**config.mk**
```make
export PLATFORM = sky130hd
export DESIGN_NAME = ps2_host_tx
export DESIGN_NICKNAME = d
export VERILOG_FILES = /design/src/rtl/ps2_host_tx.sv
export SDC_FILE = /design/constraint.sdc
export NUM_CORES = 1
export LEC_CHECK = 0
export BUFFER_PORTS_ARGS = -buffer_cell sky130_fd_sc_hd__buf_2
export CAP_MARGIN = 15
export CORE_MARGIN = 4
export CORE_UTILIZATION = 49
export DETAILED_ROUTE_END_ITERATION = 10
export PLACE_DENSITY = 0.67
export SLEW_MARGIN = 20
export SYNTH_ARGS = -nofsm -noshare
export SYNTH_HDL_FRONTEND = slang
export SYNTH_SLANG_ARGS = --single-unit
```
**constraint.sdc**
```tcl
create_clock -name main_clk -period 6.05 [get_ports main_clk]
set_input_delay 0.605 -clock main_clk [delete_from_list [all_inputs] [get_ports main_clk]]
set_output_delay 0.605 -clock main_clk [all_outputs]
set_load 0.01 [all_outputs]
```
**src/rtl/ps2_host_tx.sv**
```systemverilog
// PS/2 host-to-device transmitter: inhibits the device, issues a request-to-send,
// then shifts a command byte out on device clock falls and collects the ACK bit.
module ps2_host_tx #(
    parameter int CLOCK_HOLD_CYCLES  = 10000,
    parameter int START_SETUP_CYCLES = 64,
    parameter int FILTER_LEN         = 8,
    parameter int TIMEOUT_CYCLES     = 1250000
) (
    input  logic       main_clk,
    input  logic       reset,
    input  logic [7:0] tx_data,
    input  logic       tx_valid,
    output logic       tx_ready,
    output logic       tx_done,
    output logic       tx_error,
    output logic       rx_inhibit,
    output logic       ps2_external_clock_pulldown,
    output logic       ps2_external_data_pulldown,
    input  logic       ps2_external_clock_in,
    input  logic       ps2_external_data_in
);

    localparam int MAX_AB  = (CLOCK_HOLD_CYCLES > START_SETUP_CYCLES) ? CLOCK_HOLD_CYCLES : START_SETUP_CYCLES;
    localparam int MAX_CYC = (MAX_AB > TIMEOUT_CYCLES) ? MAX_AB : TIMEOUT_CYCLES;
    localparam int CW      = $clog2(MAX_CYC + 1);
    localparam int FW      = $clog2(FILTER_LEN + 1);

    localparam logic [CW-1:0] HOLD_LAST    = CW'(CLOCK_HOLD_CYCLES - 1);
    localparam logic [CW-1:0] SETUP_LAST   = CW'(START_SETUP_CYCLES - 1);
    localparam logic [CW-1:0] TIMEOUT_LAST = CW'(TIMEOUT_CYCLES - 1);
    localparam logic [CW-1:0] CNT_MAX      = '1;
    localparam logic [FW-1:0] FILT_LAST    = FW'(FILTER_LEN - 1);

    typedef enum logic [2:0] {
        IDLE,
        INHIBIT,
        REQUEST,
        SEND,
        ACK,
        RELEASE
    } state_t;

    state_t        state, state_n;
    logic [CW-1:0] cnt, cnt_n;
    logic [3:0]    idx, idx_n;
    logic [9:0]    frame, frame_n;
    logic          ack_ok, ack_ok_n;
    logic          done_n, error_n, data_pd_n;

    logic [1:0]    clk_sync, dat_sync;
    logic          filt_clk, filt_dat, fall;
    logic [FW-1:0] clk_fcnt, dat_fcnt;

    always_ff @(posedge main_clk or posedge reset) begin
        if (reset) begin
            clk_sync <= 2'b11;
            dat_sync <= 2'b11;
        end else begin
            clk_sync <= {clk_sync[0], ps2_external_clock_in};
            dat_sync <= {dat_sync[0], ps2_external_data_in};
        end
    end

    // A new level is accepted only after FILTER_LEN consecutive differing samples.
    always_ff @(posedge main_clk or posedge reset) begin
        if (reset) begin
            filt_clk <= 1'b1;
            clk_fcnt <= '0;
            fall     <= 1'b0;
        end else begin
            fall <= 1'b0;
            if (clk_sync[1] == filt_clk) begin
                clk_fcnt <= '0;
            end else if (clk_fcnt == FILT_LAST) begin
                filt_clk <= clk_sync[1];
                clk_fcnt <= '0;
                fall     <= filt_clk;
            end else begin
                clk_fcnt <= clk_fcnt + FW'(1);
            end
        end
    end

    always_ff @(posedge main_clk or posedge reset) begin
        if (reset) begin
            filt_dat <= 1'b1;
            dat_fcnt <= '0;
        end else begin
            if (dat_sync[1] == filt_dat) begin
                dat_fcnt <= '0;
            end else if (dat_fcnt == FILT_LAST) begin
                filt_dat <= dat_sync[1];
                dat_fcnt <= '0;
            end else begin
                dat_fcnt <= dat_fcnt + FW'(1);
            end
        end
    end

    always_ff @(posedge main_clk or posedge reset) begin
        if (reset) begin
            state                       <= IDLE;
            cnt                         <= '0;
            idx                         <= '0;
            frame                       <= '0;
            ack_ok                      <= 1'b0;
            tx_ready                    <= 1'b1;
            tx_done                     <= 1'b0;
            tx_error                    <= 1'b0;
            rx_inhibit                  <= 1'b0;
            ps2_external_clock_pulldown <= 1'b0;
            ps2_external_data_pulldown  <= 1'b0;
        end else begin
            state                       <= state_n;
            cnt                         <= cnt_n;
            idx                         <= idx_n;
            frame                       <= frame_n;
            ack_ok                      <= ack_ok_n;
            tx_ready                    <= (state_n == IDLE);
            tx_done                     <= done_n;
            tx_error                    <= error_n;
            rx_inhibit                  <= (state_n != IDLE);
            ps2_external_clock_pulldown <= (state_n == INHIBIT) || (state_n == REQUEST);
            ps2_external_data_pulldown  <= data_pd_n;
        end
    end

    // The same counter times the inhibit/request phases and then serves as the
    // watchdog between device clock falls; it saturates rather than wrapping.
    always_comb begin
        state_n   = state;
        cnt_n     = (cnt == CNT_MAX) ? cnt : cnt + CW'(1);
        idx_n     = idx;
        frame_n   = frame;
        ack_ok_n  = ack_ok;
        done_n    = 1'b0;
        error_n   = 1'b0;
        data_pd_n = ps2_external_data_pulldown;

        case (state)
            IDLE: begin
                cnt_n     = '0;
                data_pd_n = 1'b0;
                if (tx_valid && tx_ready) begin
                    frame_n = {1'b1, ~^tx_data, tx_data};
                    state_n = INHIBIT;
                end
            end
            INHIBIT: begin
                if (cnt == HOLD_LAST) begin
                    cnt_n     = '0;
                    data_pd_n = 1'b1;
                    state_n   = REQUEST;
                end
            end
            REQUEST: begin
                if (cnt == SETUP_LAST) begin
                    cnt_n   = '0;
                    idx_n   = '0;
                    state_n = SEND;
                end
            end
            SEND: begin
                if (fall) begin
                    cnt_n     = '0;
                    data_pd_n = ~frame[idx];
                    if (idx == 4'd9) begin
                        state_n = ACK;
                    end else begin
                        idx_n = idx + 4'd1;
                    end
                end
            end
            ACK: begin
                if (fall) begin
                    cnt_n    = '0;
                    ack_ok_n = ~filt_dat;
                    state_n  = RELEASE;
                end
            end
            RELEASE: begin
                if (fall) begin
                    cnt_n = '0;
                end
                if (filt_clk && filt_dat) begin
                    done_n    = 1'b1;
                    error_n   = ~ack_ok;
                    data_pd_n = 1'b0;
                    state_n   = IDLE;
                end
            end
            default: begin
                state_n = IDLE;
            end
        endcase

        if ((state == SEND || state == ACK || state == RELEASE) && state_n == state
            && !fall && cnt == TIMEOUT_LAST) begin
            done_n    = 1'b1;
            error_n   = 1'b1;
            data_pd_n = 1'b0;
            state_n   = IDLE;
        end
    end

endmodule

```
== Word-level counts from Yosys, hierarchy flattened ==
Index checks and enable logic that the tools add are counted.

* Register bits: 60
* Latch bits: 0
* Memory bits (writable): 0
* Memory bits (read-only): 0
* Input bits: 13
* Output and inout bits: 6
* Logic and storage cells: 110
* Memories: 0

* Add/sub/neg operators: 4
* Multipliers: 0
* Divide/modulo/power cells: 0
* Order comparisons: 1
* Equality and inequality tests: 23
* Shift-type cells: 0
* Mux-type cells: 37
* Bitwise operators: 5
* Reduce and logical (&&, ||, !) cells: 22

{| class="wikitable"
|+ Operator list
! kind !! count
|-
| $mux 21 || 4
|-
| $pmux 21 s4 || 1
|-
| $eq 21x21->1 const B || 2
|-
| $mux 4 || 7
|-
| $mux 3 || 8
|-
| $add 21x1->21 const B || 1
|-
| $eq 21x14->1 const B || 1
|-
| $eq 21x6->1 const B || 1
|-
| $pmux 3 s6 || 1
|-
| $mux 1 || 13
|-
| $add 4x1->4 const B || 3
|-
| $eq 3x2->1 const B || 3
|-
| $eq 4x3->1 const B || 2
|-
| $pmux 4 s2 || 1
|-
| $reduce_and 2->1 || 4
|-
| $reduce_and 4->1 || 2
|-
| $reduce_xnor 8->1 || 1
|-
| $eq 3x1->1 const B || 2
|-
| $eq 3x3->1 const B || 2
|-
| $logic_not 3->1 || 2
|-
| $ne 2x2->1 const B || 3
|-
| $ne 3x2->1 const B || 2
|-
| $logic_and 1x1->1 || 5
|-
| $lt 4x5->1 const B || 1
|-
| other kinds (13) || 20
|}

== Longest topological paths before layout ==
* Depth in word-level cells: 11
* Mapped depth: 8
* Depth with buffers taken out: 8

== Least setup slack after synthesis ==
Ideal clock, no wire load.

* Path type: flip-flop to flip-flop
* Start point: reg cnt[0]
* End point: reg cnt[20]
* Setup time: 121 ps
* Arrival: 1968 ps
* Data required time: 5929 ps
* Setup slack: 3961 ps
* Cell stages (with the launch flop): 8
* Buffers on the path: 1
* Period minus slack after synthesis: 2089 ps
* Cells stage by stage: dfrtp_1 ha_1 nand3_1 or4_4 or3_4 a31oi_4 buf_6 nor2_1

* Word-level cells in the longest chain between the ends: 4
* Elaborated cells on any way between the ends: 9
* Classes of those cells: add/sub: 1; eq/ne: 3; mux: 5

{| class="wikitable"
|+ Ends and longest elaborated chain
! what !! line !! source
|-
| from (decl) || 44 || <nowiki>logic [CW-1:0] cnt, cnt_n;</nowiki>
|-
| from (signal assigned) || 115 || <nowiki>cnt <= cnt_n;</nowiki>
|-
| $add 21x1->21 or $eq 21x21->1 (tied branches) || 132 || <nowiki>cnt_n = (cnt == CNT_MAX) ? cnt : cnt + CW'(1);</nowiki>
|-
| $mux 21 || 132 ||
|-
| $mux 21 (on tied branches) || -- ||
|-
| $pmux 21 s4 * || 140 || <nowiki>case (state)</nowiki>
|-
| named net cnt_n[20] || 44 ||
|}

Mark *: on every way through the listed nets, which the timed path passes. The rest lies on a longest branch.
A chain may end at the register's enable or synchronous reset.

== Worst setup path after layout ==
* Start point: reg cnt[0]
* End point: reg cnt[5]

The elaborated chain is that of the path after synthesis.

==> flow_metrics.env <==
export IMPL_synth_cell_area_um2=2990
export IMPL_power_frac_seq_pct=48.3
export IMPL_grt_pass1_vias=2058
export IMPL_start_util_pct=50.5
export IMPL_synth_ff_type="dfrtp_1"
export IMPL_avgSynthCellArea_um2=10.5
export IMPL_place_hpwl_um=3770
export IMPL_vias=2100
export IMPL_area_growth_pct=12.4
export IMPL_synth_xor_area_share_pct=8.20
export IMPL_core_area_um2=5920
export IMPL_swShare_pct=27.0
export IMPL_maxSlewViolCount=0
export IMPL_ys_ff_latch=60
export IMPL_ant_nets=0
export IMPL_grt_setup_unrepaired="false"
export IMPL_async_flop_share_pct=100
export IMPL_synth_edff_count=0
export IMPL_diodes=0
export IMPL_path_class="flip-flop to flip-flop"
export IMPL_fin_crit_ns=2.52
export IMPL_max_freq_ghz=0.397
export IMPL_final_cell_mix="53 x dfrtp_1, 42 x nor2_1, 23 x nand2_1"
export IMPL_drive_gt1_share_pct=20.0
export IMPL_drc=0
export IMPL_routed_wl_um=5340
export IMPL_grt_pass1_wl_um=9500
export IMPL_clock_sinks=60
export IMPL_p_int_uw=836
export IMPL_cts_hold_fix_buffers=0
export IMPL_clockPowerShare_pct=34.4
export IMPL_worstPathRequired_ns=6.25
export IMPL_finalCritPeriodShare_pct=41.6
export IMPL_cts_max_level=3
export IMPL_worstPathArrival_ns=2.72
export IMPL_path_max_fanout=11
export IMPL_p_comb_share_pct=17.4
export IMPL_finalSetupTns_ns=0
export IMPL_yosysSeqAreaShare_pct=50.5
export IMPL_final_cells=390
export IMPL_cap_violations=0
export IMPL_io_pins=19
export IMPL_cts_buffers=9
export IMPL_cts_max_path_buffers=2
export IMPL_place_congestion=0.877
export IMPL_die_height_um=86.1
export IMPL_finalNetCount=328
export IMPL_synthMuxAreaShare_pct=6.99
export IMPL_drt_pass1_iterations=4
export IMPL_rows=28
export IMPL_postSynthCellCount=286
export IMPL_cts_tree="yes"
export IMPL_drt_iter0_markers=127
export IMPL_synth_compound_area_share_pct=8.58
export IMPL_yosys_area_share_simple_pct=21.9
export IMPL_endpoint_kind="flip-flop"
export IMPL_setup_viol=0
export IMPL_synth_top_family_by_area="simple AND/OR/NAND/NOR gates"
export IMPL_outcome="completed"
export IMPL_clk_latency_ns=0.34
export IMPL_ir_drop_mv=0.202
export IMPL_routedWlPerCell_um=13.7
export IMPL_fin_worst_skew_ns=0.0123
export IMPL_post_cts_buffers=0
export IMPL_portBuffers=18
export IMPL_synthesis_nets=304
export IMPL_clockRootBuffer="clkbuf_8"
export IMPL_hold_class="flip-flop to flip-flop"
export IMPL_grt_max_degree=61
export IMPL_p_leak_uw=0.00142
export IMPL_p_sw_uw=309
export IMPL_cp_start_kind="flip-flop"
export IMPL_grt_overflow=0
export IMPL_worst_pin_slew_ns=0.798
export IMPL_dp_cells=374
export IMPL_dieArea_um2=7410
export IMPL_cts_resized=0
export IMPL_clk_pin_slew_ns=0.07
export IMPL_yosysWarnings=0
export IMPL_relSlewSlack_pct=46.6
export IMPL_power_per_cell_area_nw_per_um2=341
export IMPL_die_x_um=86.1
export IMPL_synthDistinctLibCells=49
export IMPL_mostFrequentLayoutCell="dfrtp_1"
export IMPL_track_usage_pct=16.5
export IMPL_antenna_found_initial=0
export IMPL_synth_adder_area_share_pct=2.09
export IMPL_via_per_inst=5.38
export IMPL_hold_violations=0
==> cells by family (layout without fill, tap and decap cells) <==
group	after synthesis	in the layout
mux	17	17
fa+ha+maj	5	5
xor+xnor	28	28
simple gates	128	128
buf+inv	10	39
compound gates	38	38
flops	60	60
==> state kept, by name, indices dropped and copies added (netlist names), 2 cells and up <==
name and cells:
clk_sync 2, cnt 21, clk_fcnt 4, state 3, dat_sync 2, dat_fcnt 4
frame 10, idx 4
==> power groups by stage <==
stage | Clock (µW) | Combinational [µW] | Sequential, µW
detailed placement | 0 | 202 | 560
CTS | 405 | 204 | 554
global placement | 0 | 196 | 557
floorplan | 0 | 167 | 544
global route | 426 | 233 | 566
finish | 393 | 199 | 552
==> synthesized netlist by cell type, types with 2 or more instances <==
cell,instances,area share [%]
and3_1,3,0.63
nand2b_1,4,0.84
nor3_1,10,1.7
nand3_1,17,2.8
nand3b_1,4,1.0
ha_1,5,2.1
nand4b_1,2,0.59
nor2_1,42,5.3
nand2_1,23,2.9
dfstp_2,7,6.2
dfrtp_1,53,44
a21o_1,2,0.50
mux4_2,2,1.5
o31ai_1,2,0.50
xnor2_1,16,4.7
xor2_1,12,3.5
nand4_1,2,0.42
clkbuf_1,3,0.38
and3_2,2,0.50
buf_6,2,0.75
mux2_2,11,4.1
a311oi_1,2,0.59
a21oi_1,7,1.2
nor4_1,3,0.63
mux2i_1,4,1.3
nor2b_1,5,1.0
nor3b_1,2,0.50
o21ai_0,13,2.2
inv_1,4,0.50
a21boi_0,3,0.75
==> area by class of cell <==
type,count,area [µm²]
Fill cell,515,2560
Tap cell,75,93.8
Timing Repair Buffer,19,97.6
Inverter,4,15.0
Clock inverter,4,72.6
Clock buffer,12,145
Sequential cell,60,1510
Multi-Input combinational cell,216,1430
==> stage by stage <==
step	worst slack (ns)	utilization, %	hold slack (ns)	instance area (µm²)	total power [µW]
global placement	3.60	53.1	0.346	3140	753
detailed placement	3.57	53.1	0.347	3140	762
floorplan	3.96	-	0.345	2990	710
finish	3.53	56.8	0.349	3360	1140
CTS	3.53	56.8	0.346	3360	1160
global route	3.31	56.8	0.336	3360	1220
==> critical path: stages (launching register included) <==
cell,delay [ns]
dfrtp_1,0.39
ha_1,0.20
nand3_1,0.15
nor3_1,0.53
nand4_1,0.55
or3b_2,0.37
xor2_1,0.15
nor2_1,0.05
==> final timing paths <==
kind | slack [ns] | start | depth (start not counted) | endpoint
worst max-delay path | 3.53 | cnt[0]$_DFF_PP0_ | 7 | cnt[5]$_DFF_PP0_
worst min-delay path | 0.35 | clk_sync[0]$_DFF_PP1_ | 0 | clk_sync[1]$_DFF_PP1_
worst max register to register | 3.53 | cnt[0]$_DFF_PP0_ | 7 | cnt[5]$_DFF_PP0_
worst min register to register | 0.35 | clk_sync[0]$_DFF_PP1_ | 0 | clk_sync[1]$_DFF_PP1_
max in group asynchronous | 5.07 | reset | 3 | fall$_DFF_PP0_
min in group asynchronous | 0.44 | reset | 3 | cnt[0]$_DFF_PP0_
==> layer usage <==
| metal | up-vias | GRT usage (%) | routed length (µm) |
|---|---|---|---|
| met5 | - | 0 | 0 |
| met3 | 9 | 6.63 | 186 |
| li1 | 1052 | - | - |
| met1 | 1011 | 21.9 | 2630 |
| met2 | 28 | 24.5 | 2460 |
| met4 | 0 | 5.90 | 73 |
No activity file was read; power rests on OpenSTA's default activity.
